**src/rtl/random_spawn_scheduler_pkg.sv**
```systemverilog
// Shared constants, FSM encoding and the sample-to-screen mapping helper
// for the random spawn scheduler.
package random_spawn_scheduler_pkg;

    localparam int H_RES         = 640;
    localparam int X_W           = 10;
    localparam int RAND_W        = 9;
    localparam int DEFAULT_RANGE = 400;
    localparam int DEFAULT_X_MIN = 16;

    typedef enum logic [1:0] {
        ST_IDLE  = 2'd0,
        ST_WAIT  = 2'd1,
        ST_CHECK = 2'd2
    } sched_state_e;

    // Accepted sample shifted right by the screen margin, zero-extended.
    function automatic logic [X_W-1:0] to_screen_x(input logic [RAND_W-1:0] sample,
                                                   input int x_min);
        return X_W'(x_min) + X_W'(sample);
    endfunction

endpackage

```
**src/rtl/random_spawn_scheduler_spawn_fifo.sv**
```systemverilog
// Small synchronous FIFO holding accepted spawn positions.
// Full/empty come from registered occupancy, so a push is never visible on
// the head in the same cycle (no bypass) and a full queue refuses a push
// even when a pop happens in that cycle. flush wins over push.
module spawn_fifo #(
    parameter int DEPTH = 4,
    parameter int W     = 10
) (
    input  logic         clk,
    input  logic         reset,
    input  logic         push,
    input  logic [W-1:0] push_data,
    input  logic         pop,
    input  logic         flush,
    output logic [W-1:0] head,
    output logic         full,
    output logic         empty
);

    localparam int PTR_W = $clog2(DEPTH);

    logic [W-1:0]     mem [DEPTH];
    logic [PTR_W-1:0] wr_ptr;
    logic [PTR_W-1:0] rd_ptr;
    logic [PTR_W:0]   count;
    logic             do_push;
    logic             do_pop;

    assign full    = (count == (PTR_W+1)'(DEPTH));
    assign empty   = (count == '0);
    assign do_push = push && !full && !flush;
    assign do_pop  = pop && !empty && !flush;
    assign head    = empty ? '0 : mem[rd_ptr];

    // Storage write; contents need no reset because head is masked when empty.
    always_ff @(posedge clk) begin
        if (do_push) begin
            mem[wr_ptr] <= push_data;
        end
    end

    // Pointer and occupancy tracking; pointers wrap modulo DEPTH.
    always_ff @(posedge clk or negedge reset) begin
        if (!reset) begin
            wr_ptr <= '0;
            rd_ptr <= '0;
            count  <= '0;
        end else if (flush) begin
            wr_ptr <= '0;
            rd_ptr <= '0;
            count  <= '0;
        end else begin
            if (do_push) begin
                wr_ptr <= wr_ptr + 1'b1;
            end
            if (do_pop) begin
                rd_ptr <= rd_ptr + 1'b1;
            end
            case ({do_push, do_pop})
                2'b10:   count <= count + 1'b1;
                2'b01:   count <= count - 1'b1;
                default: count <= count;
            endcase
        end
    end

endmodule

```
**src/rtl/random_spawn_scheduler.sv**
```systemverilog
// Samples the random generator every SAMPLE_DELAY+1 cycles, rejects
// out-of-range and repeated values, and queues accepted x positions for the
// spawner.
// Handshake: the head entry is offered on spawn_x while spawn_valid=1 and is
// held stable until the cycle in which spawn_valid && spawn_ready, when it is
// consumed at the clock edge; spawn_ready while spawn_valid=0 has no effect.
module random_spawn_scheduler
    import random_spawn_scheduler_pkg::*;
#(
    parameter int SAMPLE_DELAY = 2000000,
    parameter int RANGE        = DEFAULT_RANGE,
    parameter int X_MIN        = DEFAULT_X_MIN,
    parameter int DEPTH        = 4
) (
    input  logic              clk,
    input  logic              reset,
    input  logic              enable,
    input  logic              flush,
    input  logic [RAND_W-1:0] rand_in,
    output logic [31:0]       max_value,
    output logic [X_W-1:0]    spawn_x,
    output logic              spawn_valid,
    input  logic              spawn_ready,
    output logic [7:0]        drop_count,
    output logic [7:0]        reject_count,
    output sched_state_e      fsm_state
);

    localparam int CNT_W = (SAMPLE_DELAY > 1) ? $clog2(SAMPLE_DELAY) : 1;

    sched_state_e      state;
    logic [CNT_W-1:0]  tick_cnt;
    logic [RAND_W-1:0] sample_q;
    logic [RAND_W-1:0] last_q;
    logic              last_valid;

    logic              in_check;
    logic              out_of_range;
    logic              is_repeat;
    logic              do_accept;
    logic              do_drop;
    logic              do_reject;
    logic              fifo_full;
    logic              fifo_empty;

    assign max_value   = 32'(RANGE);
    assign fsm_state   = state;
    assign spawn_valid = !fifo_empty;

    // Sample decision for the CHECK cycle, in priority order:
    // range, repeat, then queue space.
    always_comb begin
        in_check     = (state == ST_CHECK);
        out_of_range = (int'(sample_q) >= RANGE);
        is_repeat    = last_valid && (sample_q == last_q);
        do_reject    = in_check && (out_of_range || is_repeat);
        do_drop      = in_check && !out_of_range && !is_repeat && fifo_full;
        do_accept    = in_check && !out_of_range && !is_repeat && !fifo_full;
    end

    // Sampling FSM with period counter; captures rand_in at terminal count.
    always_ff @(posedge clk or negedge reset) begin
        if (!reset) begin
            state    <= ST_IDLE;
            tick_cnt <= '0;
            sample_q <= '0;
        end else begin
            case (state)
                ST_IDLE: begin
                    tick_cnt <= '0;
                    if (enable) begin
                        state <= ST_WAIT;
                    end
                end
                ST_WAIT: begin
                    if (!enable) begin
                        state    <= ST_IDLE;
                        tick_cnt <= '0;
                    end else if (tick_cnt == CNT_W'(SAMPLE_DELAY - 1)) begin
                        state    <= ST_CHECK;
                        tick_cnt <= '0;
                        sample_q <= rand_in;
                    end else begin
                        tick_cnt <= tick_cnt + 1'b1;
                    end
                end
                ST_CHECK: begin
                    state <= enable ? ST_WAIT : ST_IDLE;
                end
                default: begin
                    state    <= ST_IDLE;
                    tick_cnt <= '0;
                end
            endcase
        end
    end

    // Last-accepted memory used for repeat rejection; flush forgets it.
    always_ff @(posedge clk or negedge reset) begin
        if (!reset) begin
            last_q     <= '0;
            last_valid <= 1'b0;
        end else if (flush) begin
            last_valid <= 1'b0;
        end else if (do_accept) begin
            last_q     <= sample_q;
            last_valid <= 1'b1;
        end
    end

    // Saturating loss counters; only reset clears them.
    always_ff @(posedge clk or negedge reset) begin
        if (!reset) begin
            drop_count   <= '0;
            reject_count <= '0;
        end else begin
            if (do_drop && (drop_count != 8'hFF)) begin
                drop_count <= drop_count + 1'b1;
            end
            if (do_reject && (reject_count != 8'hFF)) begin
                reject_count <= reject_count + 1'b1;
            end
        end
    end

    spawn_fifo #(
        .DEPTH (DEPTH),
        .W     (X_W)
    ) u_fifo (
        .clk       (clk),
        .reset     (reset),
        .push      (do_accept),
        .push_data (to_screen_x(sample_q, X_MIN)),
        .pop       (spawn_ready),
        .flush     (flush),
        .head      (spawn_x),
        .full      (fifo_full),
        .empty     (fifo_empty)
    );

endmodule

```
**config.mk**
```make
export PLATFORM = sky130hd
export DESIGN_NAME = random_spawn_scheduler
export DESIGN_NICKNAME = d
export VERILOG_FILES = /design/src/rtl/random_spawn_scheduler_pkg.sv /design/src/rtl/random_spawn_scheduler_spawn_fifo.sv /design/src/rtl/random_spawn_scheduler.sv
export SDC_FILE = /design/constraint.sdc
export NUM_CORES = 1
export LEC_CHECK = 0
export CORE_MARGIN = 5
export CORE_UTILIZATION = 25
export CTS_BUF_LIST = sky130_fd_sc_hd__clkbuf_8 sky130_fd_sc_hd__clkbuf_16
export CTS_CLUSTER_DIAMETER = 150
export DETAILED_ROUTE_END_ITERATION = 8
export SYNTH_ARGS = -nofsm -noshare
export SYNTH_HDL_FRONTEND = slang
export SYNTH_HIERARCHICAL = 1
export SYNTH_SLANG_ARGS = --single-unit
```
**constraint.sdc**
```tcl
create_clock -name clk -period 4.38 [get_ports clk]
set_input_delay 0.876 -clock clk [delete_from_list [all_inputs] [get_ports clk]]
set_output_delay 0.876 -clock clk [all_outputs]
set_load 0.01 [all_outputs]
```
==> reports/qor.txt <==
Status - complete, no violations
Commonest non-fill, non-tap cell in the layout - dfrtp_1
Crit path DAT - 2.40 ns
Max Fanout on Critical Path - 12
Pre-CTS setup slack - 1.299 ns
H-Tree Depth - 3
Netlist cell types - 63
Peak Freq - 304.8 MHz
Met1 wire length - 5148 microns
Largest net degree at the start of global routing - 38
Vias per Instance - 4.431
Worst min-delay path class - reg -> reg
Final instance area - 0.006404 sq mm
Sequential power share - 53.4%
Vias in the first global route - 3464
Critical Path RT - 3.50 ns
Die width - 158.6 microns
Vias - 3492
Diodes inserted - 0
Logic pwr share - 3.8%
Sw Ratio - 24.23%
WL per Instance - 14.47 microns
Skew final - 0.01203 ns
Setup crit end kind - primary output
Synth Flop Type - dfrtp_1
IR drop worst, VDD - 0.2491 mV
Total gr overflow - 0
Fin Setup TNS - 0 ns
Pwr Density - 298.2 mW/mm^2
CTS Hold Bufs - 0
Core ar. - 0.02176 sq mm
Lkg Pwr - 2.540 nW
Top sig layer - met4
RSZ-0062 raised after global routing - no
Cts repair resizes - 0
# rows - 54
WL met3 - 589 microns
IO Port Bufs - 42
Final period utilization - 74.90%
Initial Util - 25.37%
Cell Int Power - 1.447 mW
Clock sink count - 105
Synth-to-layout area growth - 16.00%
NetSw - 0.4627 mW
Routed wire length - 11400 microns
Max-slew headroom - 41.22%
Final core utilization - 29.43%
Setup WS post-layout - 1.100 ns
Setup-failing EPs final - 0
Syn Inst Count - 467
Mapped Avg Cell Area - 11.82 sq um
Number of synthesized flops with an enable pin - 40
CTS tree - built
Pins Over Slew Limit - 0
Tmin final - 3.280 ns
Placed inst area - 0.006103 sq mm
Die Area - 0.02515 sq mm
GRT Resource Usage Total - 9.279%
Remaining antenna violation count - 0
Synthesized area - 0.005520 sq mm
Clock Power Share - 42.8%
Met2 wire length - 5478 microns
Worst skew pair latency - 0.35 ns
Async SR Flop Fraction - 61.90%
Share of cells above drive strength 1 - 14.76%
Setup crit start kind - register
Residual DRC - 0
Post-DP HPWL - 8091 microns
Final Net Count - 527
Max cap viols - 0
Detailed router's first-iteration violation count - 189
Max clock buf depth - 2
Total setup buffers inserted after CTS - 0
Number of synthesized register bits - 105
Root Buffer - clkbuf_16
Final hold vios - 0
Die height - 158.6 microns
Worst-Margin Slew - 0.8817 ns
CTS clk-pin slew, worst paths - 0.07 ns
Setup Crit Path Kind - reg -> out
Register area share after synthesis - 51.22%
RePlAce Congestion - 0.8213
Io pins - 75
DRT Pass-1 Iters - 4
Total clock buffers created by CTS - 9
Synth warn - 6
First-pass GRT wire length - 18380 microns
Most frequent cells in the layout - dfrtp_1 (65), clkdlybuf4s50_1 (41), edfxtp_1 (40)
Initial antenna violation count - 0
[layer usage]
| metal | vias to the layer above | GRT usage, % |
|---|---|---|
| li1 | 1702 | - |
| met1 | 1698 | 12.41 |
| met2 | 77 | 14.71 |
| met3 | 15 | 2.501 |
| met4 | 0 | 2.884 |
| met5 | - | 0 |
[Yosys cell counts (4+ instances only)]
cell type / count / area share [%]
dfrtp_1: 65 / 29
and2_1: 7 / 0.79
a21oi_1: 13 / 1.2
and3_1: 9 / 1.0
xnor2_1: 22 / 3.5
nor2b_4: 8 / 2.0
clkbuf_1: 9 / 0.61
a21o_1: 5 / 0.68
mux4_2: 8 / 3.3
o211ai_1: 4 / 0.54
mux2_2: 21 / 4.3
inv_1: 14 / 0.95
nor4_1: 11 / 1.2
nand3_1: 20 / 1.8
a22o_1: 5 / 0.79
buf_4: 38 / 5.2
nand3b_1: 4 / 0.54
xor2_1: 8 / 1.3
buf_2: 5 / 0.45
ha_1: 9 / 2.0
o21ai_0: 19 / 1.7
or3_1: 6 / 0.68
nand2b_1: 7 / 0.79
nand4_1: 7 / 0.79
nor3_1: 13 / 1.2
nor2_1: 18 / 1.2
nand2_1: 22 / 1.5
edfxtp_1: 40 / 22
[final cells by class]
| type | count | area, sq um |
|---|---|---|
| flip-flops and latches | 105 | 2828 |
| fillers | 2245 | 15350 |
| clock buffers | 9 | 225.2 |
| repair buffers | 49 | 467.9 |
| clock inverters | 7 | 75.07 |
| inverters | 15 | 56.30 |
| well taps | 280 | 350.3 |
| multi-input cells | 323 | 2401 |
[per-stage QoR]
| stage | hold slack [ns] | std cells | power (mW) |
|---|---|---|---|
| finish | 0.5140 | 788 | 1.910 |
| global route | 0.5355 | 788 | 1.991 |
| CTS | 0.5248 | 788 | 1.935 |
| detailed placement | 0.5072 | 772 | 1.114 |
| global placement | 0.5045 | 772 | 1.113 |
| floorplan | 0.4806 | 497 | 1.100 |
[flip-flops by register name, summed over array words and instances (netlist names), 2 cells and up]
| signal | cells |
|---|---|
| u_fifo/count | 3 |
| sample_q | 9 |
| fsm_state | 2 |
| tick_cnt | 21 |
| last_q | 9 |
| drop_count | 8 |
| u_fifo/wr_ptr | 2 |
| u_fifo/mem | 40 |
| u_fifo/rd_ptr | 2 |
| reject_count | 8 |
[final timing paths]
kind | startpoint | endpoint | slack (ns) | cells past startpoint
setup / recovery | u_fifo/rd_ptr[0]$_DFFE_PN0P_ | spawn_x[0] | 1.10 | 3
hold / removal | reject_count[2]$_DFFE_PN0P_ | reject_count[2]$_DFFE_PN0P_ | 0.51 | 1
setup reg to reg | sample_q[4]$_DFFE_PN0P_ | u_fifo/count[1]$_DFFE_PN0P_ | 1.32 | 12
hold reg to reg | reject_count[2]$_DFFE_PN0P_ | reject_count[2]$_DFFE_PN0P_ | 0.51 | 1
max in group asynchronous | reset | tick_cnt[12]$_DFFE_PN0P_ | 2.82 | 2
min in group asynchronous | reset | tick_cnt[8]$_DFFE_PN0P_ | 0.65 | 1
[power groups by stage]
stage / clock network, mW / registers (mW) / logic (mW)
2_1_floorplan: 0 / 1.04 / 0.0599
3_3_place_gp: 0 / 1.04 / 0.0725
3_5_place_dp: 0 / 1.04 / 0.0727
4_1_cts: 0.842 / 1.02 / 0.0729
5_1_grt: 0.888 / 1.02 / 0.0824
6_report: 0.818 / 1.02 / 0.0722
[kinds of logic (layout without fill, tap and decap cells)]
kind of cell,Yosys count,in the layout,share of synthesized area [%]
xor+xnor,30,30,4.760
simple gates,154,154,17.52
fa+ha+maj,10,10,2.403
other cells,2,32,0.1360
compound gates,65,65,7.751
flops,105,105,51.22
mux,32,32,8.681
buf+inv,69,80,7.525
[worst max-delay path, stage by stage, from the launching register on]
cell             delay (ns)
dfrtp_1                0.78
mux4_1                 0.65
nor2b_1                0.14
clkdlybuf4s50_1        0.48
No activity file was read; power rests on OpenSTA's default activity.
